==> src/rtl/gpr_wb_ctrl_if.sv <==
// Bundle of issue, result-producer and register-file write-port signals
// around the GPR write-back controller.
interface gpr_wb_ctrl_if #(
  parameter int XLEN = 32
);
  // Issue stage
  logic            iss_valid;
  logic            iss_wen;
  logic [4:0]      iss_rd;
  logic [4:0]      iss_rs1;
  logic [4:0]      iss_rs2;
  logic            iss_ready;

  // EXU result bus
  logic            exu_valid;
  logic [4:0]      exu_rd;
  logic [XLEN-1:0] exu_data;
  logic            exu_ready;

  // LSU result bus
  logic            lsu_valid;
  logic [4:0]      lsu_rd;
  logic [XLEN-1:0] lsu_data;
  logic            lsu_ready;

  // Register file write port and status
  logic            reg_write;
  logic [4:0]      rd_addr;
  logic [XLEN-1:0] rd_data;
  logic            idle;
  logic            err;

  // The controller side
  modport slave (
    input  iss_valid, iss_wen, iss_rd, iss_rs1, iss_rs2,
    output iss_ready,
    input  exu_valid, exu_rd, exu_data,
    output exu_ready,
    input  lsu_valid, lsu_rd, lsu_data,
    output lsu_ready,
    output reg_write, rd_addr, rd_data, idle, err
  );

  // The pipeline side: issue stage, producers, register file
  modport master (
    output iss_valid, iss_wen, iss_rd, iss_rs1, iss_rs2,
    input  iss_ready,
    output exu_valid, exu_rd, exu_data,
    input  exu_ready,
    output lsu_valid, lsu_rd, lsu_data,
    input  lsu_ready,
    input  reg_write, rd_addr, rd_data, idle, err
  );
endinterface

==> src/rtl/gpr_wb_ctrl.sv <==
// Write-back controller and busy scoreboard for the 32 x 32-bit GPR file.
// Round-robin arbitration of EXU/LSU results onto one registered write port;
// RAW/WAW hazards stall issue until the producing write has been performed.
module gpr_wb_ctrl (
  input  logic          clk,
  input  logic          rst,
  gpr_wb_ctrl_if.slave  bus
);

  logic [31:1] busy;      // x0 never tracked
  logic [31:0] busy_vec;  // full-index view with bit 0 tied low
  logic        prio;      // 0: EXU wins a tie, 1: LSU wins a tie

  logic        grant_exu;
  logic        grant_lsu;
  logic        grant_any;
  logic [4:0]  sel_rd;
  logic        issue_set;
  logic        rs1_haz;
  logic        rs2_haz;
  logic        waw_haz;

  assign busy_vec = {busy, 1'b0};

  // Hazard check against the scoreboard; independent of iss_valid
  always_comb begin
    // NOTE: every always_comb output gets a default first so no latch is inferred.
    rs1_haz = 1'b0;
    rs2_haz = 1'b0;
    waw_haz = 1'b0;
    if (bus.iss_rs1 != 5'd0) rs1_haz = busy_vec[bus.iss_rs1];
    if (bus.iss_rs2 != 5'd0) rs2_haz = busy_vec[bus.iss_rs2];
    if (bus.iss_wen && bus.iss_rd != 5'd0) waw_haz = busy_vec[bus.iss_rd];
  end

  assign bus.iss_ready = !rst && !rs1_haz && !rs2_haz && !waw_haz;
  assign issue_set     = bus.iss_valid && bus.iss_ready && bus.iss_wen &&
                         (bus.iss_rd != 5'd0);

  // Round-robin grant: a lone requester always wins, prio breaks ties
  always_comb begin
    grant_exu = 1'b0;
    grant_lsu = 1'b0;
    if (!rst) begin
      if (bus.exu_valid && bus.lsu_valid) begin
        grant_exu = !prio;
        grant_lsu = prio;
      end else begin
        grant_exu = bus.exu_valid;
        grant_lsu = bus.lsu_valid;
      end
    end
  end

  assign grant_any     = grant_exu || grant_lsu;
  assign sel_rd        = grant_exu ? bus.exu_rd : bus.lsu_rd;
  assign bus.exu_ready = grant_exu;
  assign bus.lsu_ready = grant_lsu;
  assign bus.idle      = (busy == '0) && !bus.reg_write;

  // Write stage, arbitration pointer and orphan-write error flag
  always_ff @(posedge clk) begin
    if (rst) begin
      // NOTE: sequential state uses non-blocking assignments only.
      bus.reg_write <= 1'b0;
      bus.rd_addr   <= '0;
      bus.rd_data   <= '0;
      prio          <= 1'b0;
      bus.err       <= 1'b0;
    end else if (grant_any) begin
      bus.reg_write <= (sel_rd != 5'd0);
      bus.rd_addr   <= sel_rd;
      bus.rd_data   <= grant_exu ? bus.exu_data : bus.lsu_data;
      prio          <= grant_exu;  // point at the loser for the next tie
      if (sel_rd != 5'd0 && !busy_vec[sel_rd]) bus.err <= 1'b1;
    end else begin
      bus.reg_write <= 1'b0;
    end
  end

  // Scoreboard: clear on the edge the file captures the data, set on issue (set wins)
  always_ff @(posedge clk) begin
    if (rst) begin
      busy <= '0;
    end else begin
      for (int i = 1; i < 32; i++) begin
        if (issue_set && bus.iss_rd == 5'(i)) begin
          busy[i] <= 1'b1;
        end else if (bus.reg_write && bus.rd_addr == 5'(i)) begin
          busy[i] <= 1'b0;
        end
      end
    end
  end

endmodule

==> src/flat_wrapper.sv <==
// flat-port wrapper written by rule: the top's interface ports become plain ports
module gpr_wb_ctrl_flat 
  (clk, rst, bus_iss_valid, bus_iss_wen, bus_iss_rd, bus_iss_rs1, bus_iss_rs2, bus_iss_ready, bus_exu_valid, bus_exu_rd, bus_exu_data, bus_exu_ready, bus_lsu_valid, bus_lsu_rd, bus_lsu_data, bus_lsu_ready, bus_reg_write, bus_rd_addr, bus_rd_data, bus_idle, bus_err);
  gpr_wb_ctrl_if #(.XLEN(32)) bus_i ();
  input  logic clk;
  input  logic rst;
  input wire logic [$bits(bus_i.iss_valid)-1:0] bus_iss_valid;
  input wire logic [$bits(bus_i.iss_wen)-1:0] bus_iss_wen;
  input wire logic [$bits(bus_i.iss_rd)-1:0] bus_iss_rd;
  input wire logic [$bits(bus_i.iss_rs1)-1:0] bus_iss_rs1;
  input wire logic [$bits(bus_i.iss_rs2)-1:0] bus_iss_rs2;
  output wire logic [$bits(bus_i.iss_ready)-1:0] bus_iss_ready;
  input wire logic [$bits(bus_i.exu_valid)-1:0] bus_exu_valid;
  input wire logic [$bits(bus_i.exu_rd)-1:0] bus_exu_rd;
  input wire logic [$bits(bus_i.exu_data)-1:0] bus_exu_data;
  output wire logic [$bits(bus_i.exu_ready)-1:0] bus_exu_ready;
  input wire logic [$bits(bus_i.lsu_valid)-1:0] bus_lsu_valid;
  input wire logic [$bits(bus_i.lsu_rd)-1:0] bus_lsu_rd;
  input wire logic [$bits(bus_i.lsu_data)-1:0] bus_lsu_data;
  output wire logic [$bits(bus_i.lsu_ready)-1:0] bus_lsu_ready;
  output wire logic [$bits(bus_i.reg_write)-1:0] bus_reg_write;
  output wire logic [$bits(bus_i.rd_addr)-1:0] bus_rd_addr;
  output wire logic [$bits(bus_i.rd_data)-1:0] bus_rd_data;
  output wire logic [$bits(bus_i.idle)-1:0] bus_idle;
  output wire logic [$bits(bus_i.err)-1:0] bus_err;
  assign bus_i.iss_valid = bus_iss_valid;
  assign bus_i.iss_wen = bus_iss_wen;
  assign bus_i.iss_rd = bus_iss_rd;
  assign bus_i.iss_rs1 = bus_iss_rs1;
  assign bus_i.iss_rs2 = bus_iss_rs2;
  assign bus_iss_ready = bus_i.iss_ready;
  assign bus_i.exu_valid = bus_exu_valid;
  assign bus_i.exu_rd = bus_exu_rd;
  assign bus_i.exu_data = bus_exu_data;
  assign bus_exu_ready = bus_i.exu_ready;
  assign bus_i.lsu_valid = bus_lsu_valid;
  assign bus_i.lsu_rd = bus_lsu_rd;
  assign bus_i.lsu_data = bus_lsu_data;
  assign bus_lsu_ready = bus_i.lsu_ready;
  assign bus_reg_write = bus_i.reg_write;
  assign bus_rd_addr = bus_i.rd_addr;
  assign bus_rd_data = bus_i.rd_data;
  assign bus_idle = bus_i.idle;
  assign bus_err = bus_i.err;
  gpr_wb_ctrl u_core (.clk(clk), .rst(rst), .bus(bus_i));
endmodule
==> config.mk <==
export PLATFORM = sky130hd
export DESIGN_NAME = gpr_wb_ctrl_flat
export DESIGN_NICKNAME = d
export VERILOG_FILES = /design/src/rtl/gpr_wb_ctrl_if.sv /design/src/rtl/gpr_wb_ctrl.sv /design/src/flat_wrapper.sv
export SDC_FILE = /design/constraint.sdc
export NUM_CORES = 1
export LEC_CHECK = 0
export ABC_AREA = 1
export CAP_MARGIN = 40
export CELL_PAD_IN_SITES_DETAIL_PLACEMENT = 2
export CELL_PAD_IN_SITES_GLOBAL_PLACEMENT = 2
export CORE_AREA = 2 2 141 143
export DETAILED_ROUTE_END_ITERATION = 12
export DIE_AREA = 0 0 143 145
export GPL_TIMING_DRIVEN = 0
export PLACE_DENSITY_LB_ADDON = 0.1
export SLEW_MARGIN = 20
export SYNTH_ARGS = -nofsm -noshare
export SYNTH_HDL_FRONTEND = slang
export SYNTH_SLANG_ARGS = --single-unit
==> constraint.sdc <==
create_clock -name clk -period 4.75 [get_ports clk]
set_input_delay 0.7125 -clock clk [delete_from_list [all_inputs] [get_ports clk]]
set_output_delay 0.7125 -clock clk [all_outputs]
set_load 0.01 [all_outputs]
# Word-level counts from Yosys, hierarchy flattened
# Cells that the tools add are included.
# op_classes
order_cmp	4
n_eq_ne	62
n_mux	79
n_bitwise	1
reduce_logical	118
# op_table
cell	n
$eq A5 B5 Y1 const B	32
$eq A5 B4 Y1 const B	16
$mux W1	73
$logic_and A1 B1 Y1	72
$reduce_bool A2 Y1	31
$eq A5 B3 Y1 const B	8
$mux W32	1
$logic_not A31 Y1	1
$lt A5 B6 Y1 const B	4
$bmux W1 S5	4
$eq A5 B2 Y1 const B	4
$reduce_bool A5 Y1	4
$eq A5 B1 Y1 const B	2
$logic_not A1 Y1	7
$mux W5	1
$reduce_and A2 Y1	1
$reduce_or A2 Y1	1
$logic_or A1 B1 Y1	1
$not A1 Y1	1
# totals
reg_bits	71
in_bits	95
output_inout_bits	43
elab_cells	300

# Longest topological paths before layout
# Gate-level depths: netlist of the first run.
# depth
depth_word	12
ltp_mapped	15

# Least setup slack after synthesis of the first run
# No wires, ideal clock.
# synth_path
path_kind	input-to-output
start	input bus_iss_rs2[0]
end	output bus_iss_ready
arrival_ps	1875
required_time_ps	4038
setup_slack_ps	2162
cell_stages	11
n_path_buf	3
cell_sequence	buf_6 buf_6 o211ai_1 nand3_1 nand3_1 nand2_1 nand2_1 nand2_4 nor2_8 buf_6 and2_1
# synth_between
elab_chain_cells	6
word_cells_on_any_way	7
classes_between	mux: 3; reduce/logical: 4
# synth_rtl
item	line	text
from (decl)	flat_wrapper.sv:11	input wire logic [$bits(bus_i.iss_rs2)-1:0] bus_iss_rs2;
$bmux W1 S5	gpr_wb_ctrl.sv:32	if (bus.iss_rs2 != 5'd0) rs2_haz = busy_vec[bus.iss_rs2];
$mux W1 (not written as such)	gpr_wb_ctrl.sv:32	
$mux W1 (*)	gpr_wb_ctrl.sv:32	
$logic_not A1 Y1 (*)	gpr_wb_ctrl.sv:36	assign bus.iss_ready = !rst && !rs1_haz && !rs2_haz && !waw_haz;
$logic_and A1 B1 Y1 (*) (2 in series)	gpr_wb_ctrl.sv:36	
to (decl)	flat_wrapper.sv:12	output wire logic [$bits(bus_i.iss_ready)-1:0] bus_iss_ready;
# Mark *: on every way between the ends. The rest lies on a longest branch, timed or not. The select of a mux whose other input is x is not followed.

# Worst setup path in the final report of the first run
# layout_path
start	input bus_iss_rd[0]
end	output bus_iss_ready
# layout_between
elab_chain_cells	5
word_cells_on_any_way	7
classes_between	mux: 3; reduce/logical: 4
# layout_rtl
item	line	text
from (decl)	flat_wrapper.sv:9	input wire logic [$bits(bus_i.iss_rd)-1:0] bus_iss_rd;
$bmux W1 S5 / $reduce_bool A5 Y1 (equally long branches)	gpr_wb_ctrl.sv:33	if (bus.iss_wen && bus.iss_rd != 5'd0) waw_haz = busy_vec[bus.iss_rd];
$mux W1 (not written as such) / $logic_and A1 B1 Y1 (equally long branches)	gpr_wb_ctrl.sv:33	
$mux W1 (*)	gpr_wb_ctrl.sv:33	
$logic_not A1 Y1 (*)	gpr_wb_ctrl.sv:36	
$logic_and A1 B1 Y1 (*)	gpr_wb_ctrl.sv:36	
# Marked as above.

==> flow_summary.yaml, run 1 <==
outcome:
  status: "completed"
floorplanning:
  die_area_mm2: 0.0207
  start_util_pct: 26.4
  pin_count: 138
  die_w_um: 143
  die_y_um: 145
  core_area_mm2: 0.0192
  row_count: 51
pwr:
  net-switching-power_mw: 0.565
  ir_worst_vdd_v: 0.000170
  cell_internal_pwr_mw: 1.19
  sw_frac_of_total_pct: 32.1
  pwr-share-clk_pct: 36.0
  powerDensity_mw_per_mm2: 251
  p_leak_nw: 3.08
  combinationalPowerShare_pct: 27.0
  total_power_mw: 1.76
  pwr-share-seq_pct: 37.0
place:
  place.gp.congestion: 0.888
  place_hpwl_mm: 18.6
  io_buffer_count: 133
cts:
  clockBufferDepth: 2
  cts_repair_resize_count: 0
  numCtsBuffers: 9
  cts_setup_buffers: 0
  cts_hold_buf: 0
  path_clk_slew_ns: 0.06
  cts_htree_levels: 3
  clock_sinks: 71
  clk_latency_ns: 0.34
  cts-root-buf: "clkbuf_16"
  cts_tree: "done"
finish:
  final_common_cell: "nand2_1"
  antenna_cells: 0
  final_cell_mix: "nand2_1 (248), clkdlybuf4s50_1 (133), inv_1 (120)"
  fillerInstances: 2381
  layout-drive-gt1-share_pct: 6.57
  area.growth.synth_to_final_pct: 38.2
  nNetsFinal: 1094
  multi_input_area_mm2: 0.00288
  final-seq-area_mm2: 0.00142
sta:
  skew_ns: 0.00731
  fmax_ghz: 0.254
  rsz0062_at_grt: "false"
  relSlewSlack_pct: 57.5
  tightest_slew_ns: 0.638
  min_period_over_period_pct: 82.8
  finalHoldViolations: 0
  fin_tns_setup_ns: 0
  finalSetupViolCount: 0
  slew_violations: 0
  period_needed_ns: 3.93
min_path:
  hold_depth: 2
  whs_endpoint: "u_core.bus.err$_SDFFE_PP0P_"
  min_from: "u_core.bus.err$_SDFFE_PP0P_"
  min_path_type: "register to register"
worst_setup_path:
  crit_family: "buffers and inverters"
  r2r_end: "u_core.bus.rd_addr[4]$_SDFFE_PP0P_"
  rrSetupSlack_ns: 2.75
  cp.depth: 12
  worstRegToRegCells: 9
  startpoint: "bus_iss_rd[0]"
  reg2reg_from: "u_core.prio$_SDFFE_PP0P_"
  cp-end-kind: "output port"
  critPathMaxStageDelay_ns: 0.54
  path_buf_inv: 4
  crit_path_frequent_cell: "nor2_1"
  cp_max_fo: 10
  slowest_stage: "clkdlybuf4s50_1"
  crit_arrival_ns: 3.22
  worstSetupStartpointType: "primary input"
  crit_required_ns: 4.04
  crit_path_cell_trace: "clkdlybuf4s50_1 > nor2_2 > inv_2 > o22ai_1 > nor2_1 > nor2_1 > nor2_1 > nand2_1 > nand3_2 > buf_6 > and2_1 > clkdlybuf4s50_1"
  critical_path_class: "primary input to output port"
global_routing:
  grt-ovfl-total: 0
  grt_pass1_vias: 6427
  antenna_found_initial: 0
  grt_usage_pct: 23.1
  grt_max_degree: 14
  grt_pass1_wl_mm: 36.9
synthesis:
  synth_seq_area_share_pct: 28.0
  syn_nets: 950
  synthCells: 855
  synth-seq-cells: 71
  synth_area_mm2: 0.00507
  syn_area_per_cell_um2: 5.93
  synth_warnings: 0
  ys_types: 31
routing:
  drtAntennaViolNets: 0
  drt_first_pass_iters: 4
  drt_iter0_markers: 266
  routed_wl_mm: 23.7
  via_per_inst: 4.90
  drc: 0
  drt-wirelength-per-cell_um: 18.7
  vias: 6213
job:
  maxCapViolations: 0
## cell usage after synthesis (all sizes together)
cell type / number / area [um2]
nand4: 39 / 259
nor2: 46 / 196
a22oi: 4 / 30.0
a21oi: 83 / 415
o211ai: 10 / 75.1
o21ai: 77 / 385
inv: 130 / 490
buf: 31 / 223
nand2: 257 / 1010
and2: 1 / 6.26
clkbuf: 14 / 52.6
nand3: 59 / 318
nor4: 8 / 50.1
a31oi: 2 / 12.5
o22ai: 5 / 31.3
dfxtp: 71 / 1420
o31ai: 2 / 15.0
nor3: 16 / 80.1
## power by group through the flow
stage / logic (mW) / clock network, mW / registers [mW]
3_5_place_dp: 0.479 / 0 / 0.664
4_1_cts: 0.483 / 0.654 / 0.652
5_1_grt: 0.529 / 0.679 / 0.656
2_1_floorplan: 0.225 / 0 / 0.674
3_3_place_gp: 0.472 / 0 / 0.663
6_report: 0.475 / 0.634 / 0.651
## sequential cells by signal, summed over array words and instances (netlist names)
name and cells:
u_core.bus.err 1, u_core.bus.reg_write 1, u_core.bus.rd_data 32, u_core.bus.rd_addr 5, u_core.busy 31, u_core.prio 1
## stage by stage
step	instance area [um2]	std cells	utilization (%)	setup slack, ns	hold WS (ns)
after floorplan	5070	855	-	2.16	0.453
after global placement	6730	1253	35.0	0.799	0.447
after detailed placement	6730	1253	35.0	0.791	0.451
after CTS	7010	1269	36.5	0.779	0.477
after global routing	7010	1269	36.5	0.608	0.516
final	7010	1269	36.5	0.818	0.472
## tightest hold or removal path, stage by stage (launching register included)
cell and delay, ns:
dfxtp_1 0.31, inv_1 0.06, a21oi_1 0.06
## logic make-up (layout without fill, tap and decap cells)
group           count (synthesis)  count (layout)  share of synthesized area, %
simple gates                  426             426                          37.8
compound gates                183             183                          19.0
buf+inv                       175             324                          15.1
flops                          71              71                          28.0
## how the worst max path moves through the flow
stage                     to  slack (ns)
2_1_floorplan  bus_iss_ready        2.16
3_3_place_gp   bus_iss_ready        0.80
3_5_place_dp   bus_iss_ready        0.79
4_1_cts        bus_iss_ready        0.78
5_1_grt        bus_iss_ready        0.61
6_report       bus_iss_ready        0.82
## cell type report
class                           instances  share of cell area, %
Clock buffer                           10                   3.27
Buffer                                 45                   3.93
Tap cell                              265                   4.73
Clock inverter                          6                  0.643
Timing Repair Buffer                  133                   19.0
Inverter                              130                   7.00
Multi-Input combinational cell        609                   41.1
Sequential cell                        71                   20.3
## routing by layer
metal	global-route usage, %	up-vias	share of wire [%]
met5	0	-	0
met1	29.5	2950	43
li1	-	3078	-
met4	5.20	0	1.6
met2	38.2	163	47
met3	6.67	22	7.5
Note: power is estimated with default switching activity, not from simulation.
==> inputs of run 2 (changes only) <==
- CORE_AREA: 2 2 141 143 -> 2 2 146 148
- DIE_AREA: 0 0 143 145 -> 0 0 148 150
- clock period: 4.75 -> 3.8 ns (I/O delays scaled with it)
==> run 2 against run 1 <==
  * Sequential power up 25%
  * Power grew 29%
  * First-iteration DRC count rose by 4.1%
  * Worst setup slack got worse by 0.64 ns
  * Sequential share of layout area fell by 0.13 points
  * Critical path depth unchanged
  * Utilization shrank 2.4 points
==> flow_summary.yaml, run 2 (synthesis results as in run 1) <==
outcome:
  status: "completed"
finish:
  final_cell_mix: "nand2_1 (248), clkdlybuf4s50_1 (132), inv_1 (120)"
  area.growth.synth_to_final_pct: 39.1
  layout-drive-gt1-share_pct: 6.57
  nNetsFinal: 1094
  fillerInstances: 2619
  largestRegisters: "u_core.bus.rd_data x32, u_core.busy x31, u_core.bus.rd_addr x5"
  final_common_cell: "nand2_1"
  largest_reg_flops: 32
  antenna_cells: 0
  largest_register: "u_core.bus.rd_data"
worst_setup_path:
  crit_arrival_ns: 3.05
  startpoint: "bus_iss_rd[1]"
  worstRegToRegCells: 9
  rrSetupSlack_ns: 1.70
  crit_required_ns: 3.23
  worstSetupStartpointType: "primary input"
  cp-end-kind: "output port"
  cp-endpoint: "bus_iss_ready"
  critical_path_class: "primary input to output port"
  r2r_end: "u_core.bus.rd_addr[1]$_SDFFE_PP0P_"
  cp_max_fo: 10
  reg2reg_from: "u_core.prio$_SDFFE_PP0P_"
min_path:
  min_from: "u_core.bus.err$_SDFFE_PP0P_"
  min_path_type: "register to register"
floorplanning:
  die_w_um: 148
  row_count: 53
  die_area_mm2: 0.0222
  start_util_pct: 24.5
  die_y_um: 150
  core_area_mm2: 0.0207
  pin_count: 138
pwr:
  ir_worst_vdd_v: 0.000198
  p_leak_nw: 3.11
  powerDensity_mw_per_mm2: 323
place:
  io_buffer_count: 133
  place.gp.congestion: 0.819
  place_hpwl_mm: 19.0
routing:
  routed_wl_mm: 24.3
  drc: 0
  drt_first_pass_iters: 4
  drtAntennaViolNets: 0
  via_per_inst: 4.85
  vias: 6207
  drt_iter0_markers: 277
  drt-wirelength-per-cell_um: 19.0
sta:
  period_needed_ns: 3.62
  fin_tns_setup_ns: 0
  slew_violations: 0
  min_period_over_period_pct: 95.3
  finalSetupViolCount: 0
  tightest_slew_ns: 0.605
  finalHoldViolations: 0
  timing.hold.ws_ns: 0.508
  relSlewSlack_pct: 59.7
  fmax_ghz: 0.276
  skew_ns: 0.00658
global_routing:
  grt_max_degree: 14
  grt_usage_pct: 22.4
  grt_pass1_vias: 6610
  grt_pass1_wl_mm: 38.2
  grt-ovfl-total: 0
  antenna_found_initial: 0
job:
  maxCapViolations: 0
cts:
  path_clk_slew_ns: 0.06
  cts_htree_levels: 3
  numCtsBuffers: 9
  cts_tree: "done"
  cts-root-buf: "clkbuf_16"
  clock_sinks: 71
  clockBufferDepth: 2
  cts_hold_buf: 0
  clk_latency_ns: 0.34
==> run 2: changes by cell type in the layout (fill, tap and decap cells not counted), sizes merged <==
| cell | change |
|---|---|
| bufinv | +1 |
| clkdlybuf4s50 | -1 |
| clkinvlp | -2 |
| dlymetal6s2s | +1 |
| inv | +1 |
==> run 2: repair_timing <==
action	CTS	global route
setup endpoints to repair	0	1
buffers inserted	0	0
gates resized for setup	0	2
==> run 2: worst min path at each step <==
stage / to / slack (ns) / depth (start not counted)
detailed placement: u_core.bus.err$_SDFFE_PP0P_ / 0.47 / 2
global placement: u_core.bus.err$_SDFFE_PP0P_ / 0.45 / 2
global route: u_core.bus.err$_SDFFE_PP0P_ / 0.53 / 2
finish: u_core.bus.err$_SDFFE_PP0P_ / 0.51 / 2
floorplan: u_core.prio$_SDFFE_PP0P_ / 0.45 / 2
CTS: u_core.bus.err$_SDFFE_PP0P_ / 0.51 / 2
==> run 2: layout make-up <==
class | count | area, um2 | share of cell area (%)
multi-input combinational | 609 | 2890 | 40.9
clock buffer | 10 | 229 | 3.25
timing repair buffer | 133 | 1330 | 18.9
tap | 275 | 344 | 4.88
clock inverter | 6 | 68.8 | 0.976
inverter | 130 | 490 | 6.96
sequential | 71 | 1420 | 20.2
buffer | 45 | 275 | 3.90
==> run 2: critical path, stage by stage <==
cell,delay [ns]
clkdlybuf4s50_1,0.61
nand2_2,0.12
buf_2,0.21
o22ai_1,0.27
nor2_1,0.07
nor2_1,0.09
nor2_1,0.05
nand2_1,0.08
nand3_2,0.17
buf_6,0.19
and2_1,0.15
clkdlybuf4s50_1,0.47
==> run 2: per-layer routing <==
layer	share of wire [%]	global-route usage (%)	up-vias
met2	46	36.6	167
met5	0	0	-
li1	-	-	3080
met1	44	28.4	2935
met4	1.8	6.57	0
met3	8.1	6.77	25
==> run 2: metrics by stage <==
| step | util [%] | cell area, um2 | setup slack, ns | power, mW | std cells |
|---|---|---|---|---|---|
| after floorplan | - | 5070 | 1.50 | 1.12 | 855 |
| after global placement | 32.6 | 6740 | 0.133 | 1.42 | 1263 |
| after detailed placement | 32.6 | 6740 | 0.0818 | 1.43 | 1263 |
| after CTS | 34.0 | 7040 | 0.0753 | 2.31 | 1279 |
| after global routing | 34.1 | 7050 | -0.00530 | 2.41 | 1279 |
| final | 34.1 | 7050 | 0.177 | 2.28 | 1279 |
==> run 2: power by group <==
| part | internal [mW] | switching (mW) | total [mW] |
|---|---|---|---|
| combinational | 0.263 | 0.333 | 0.596 |
| clock | 0.514 | 0.355 | 0.868 |
| sequential | 0.785 | 0.0282 | 0.813 |
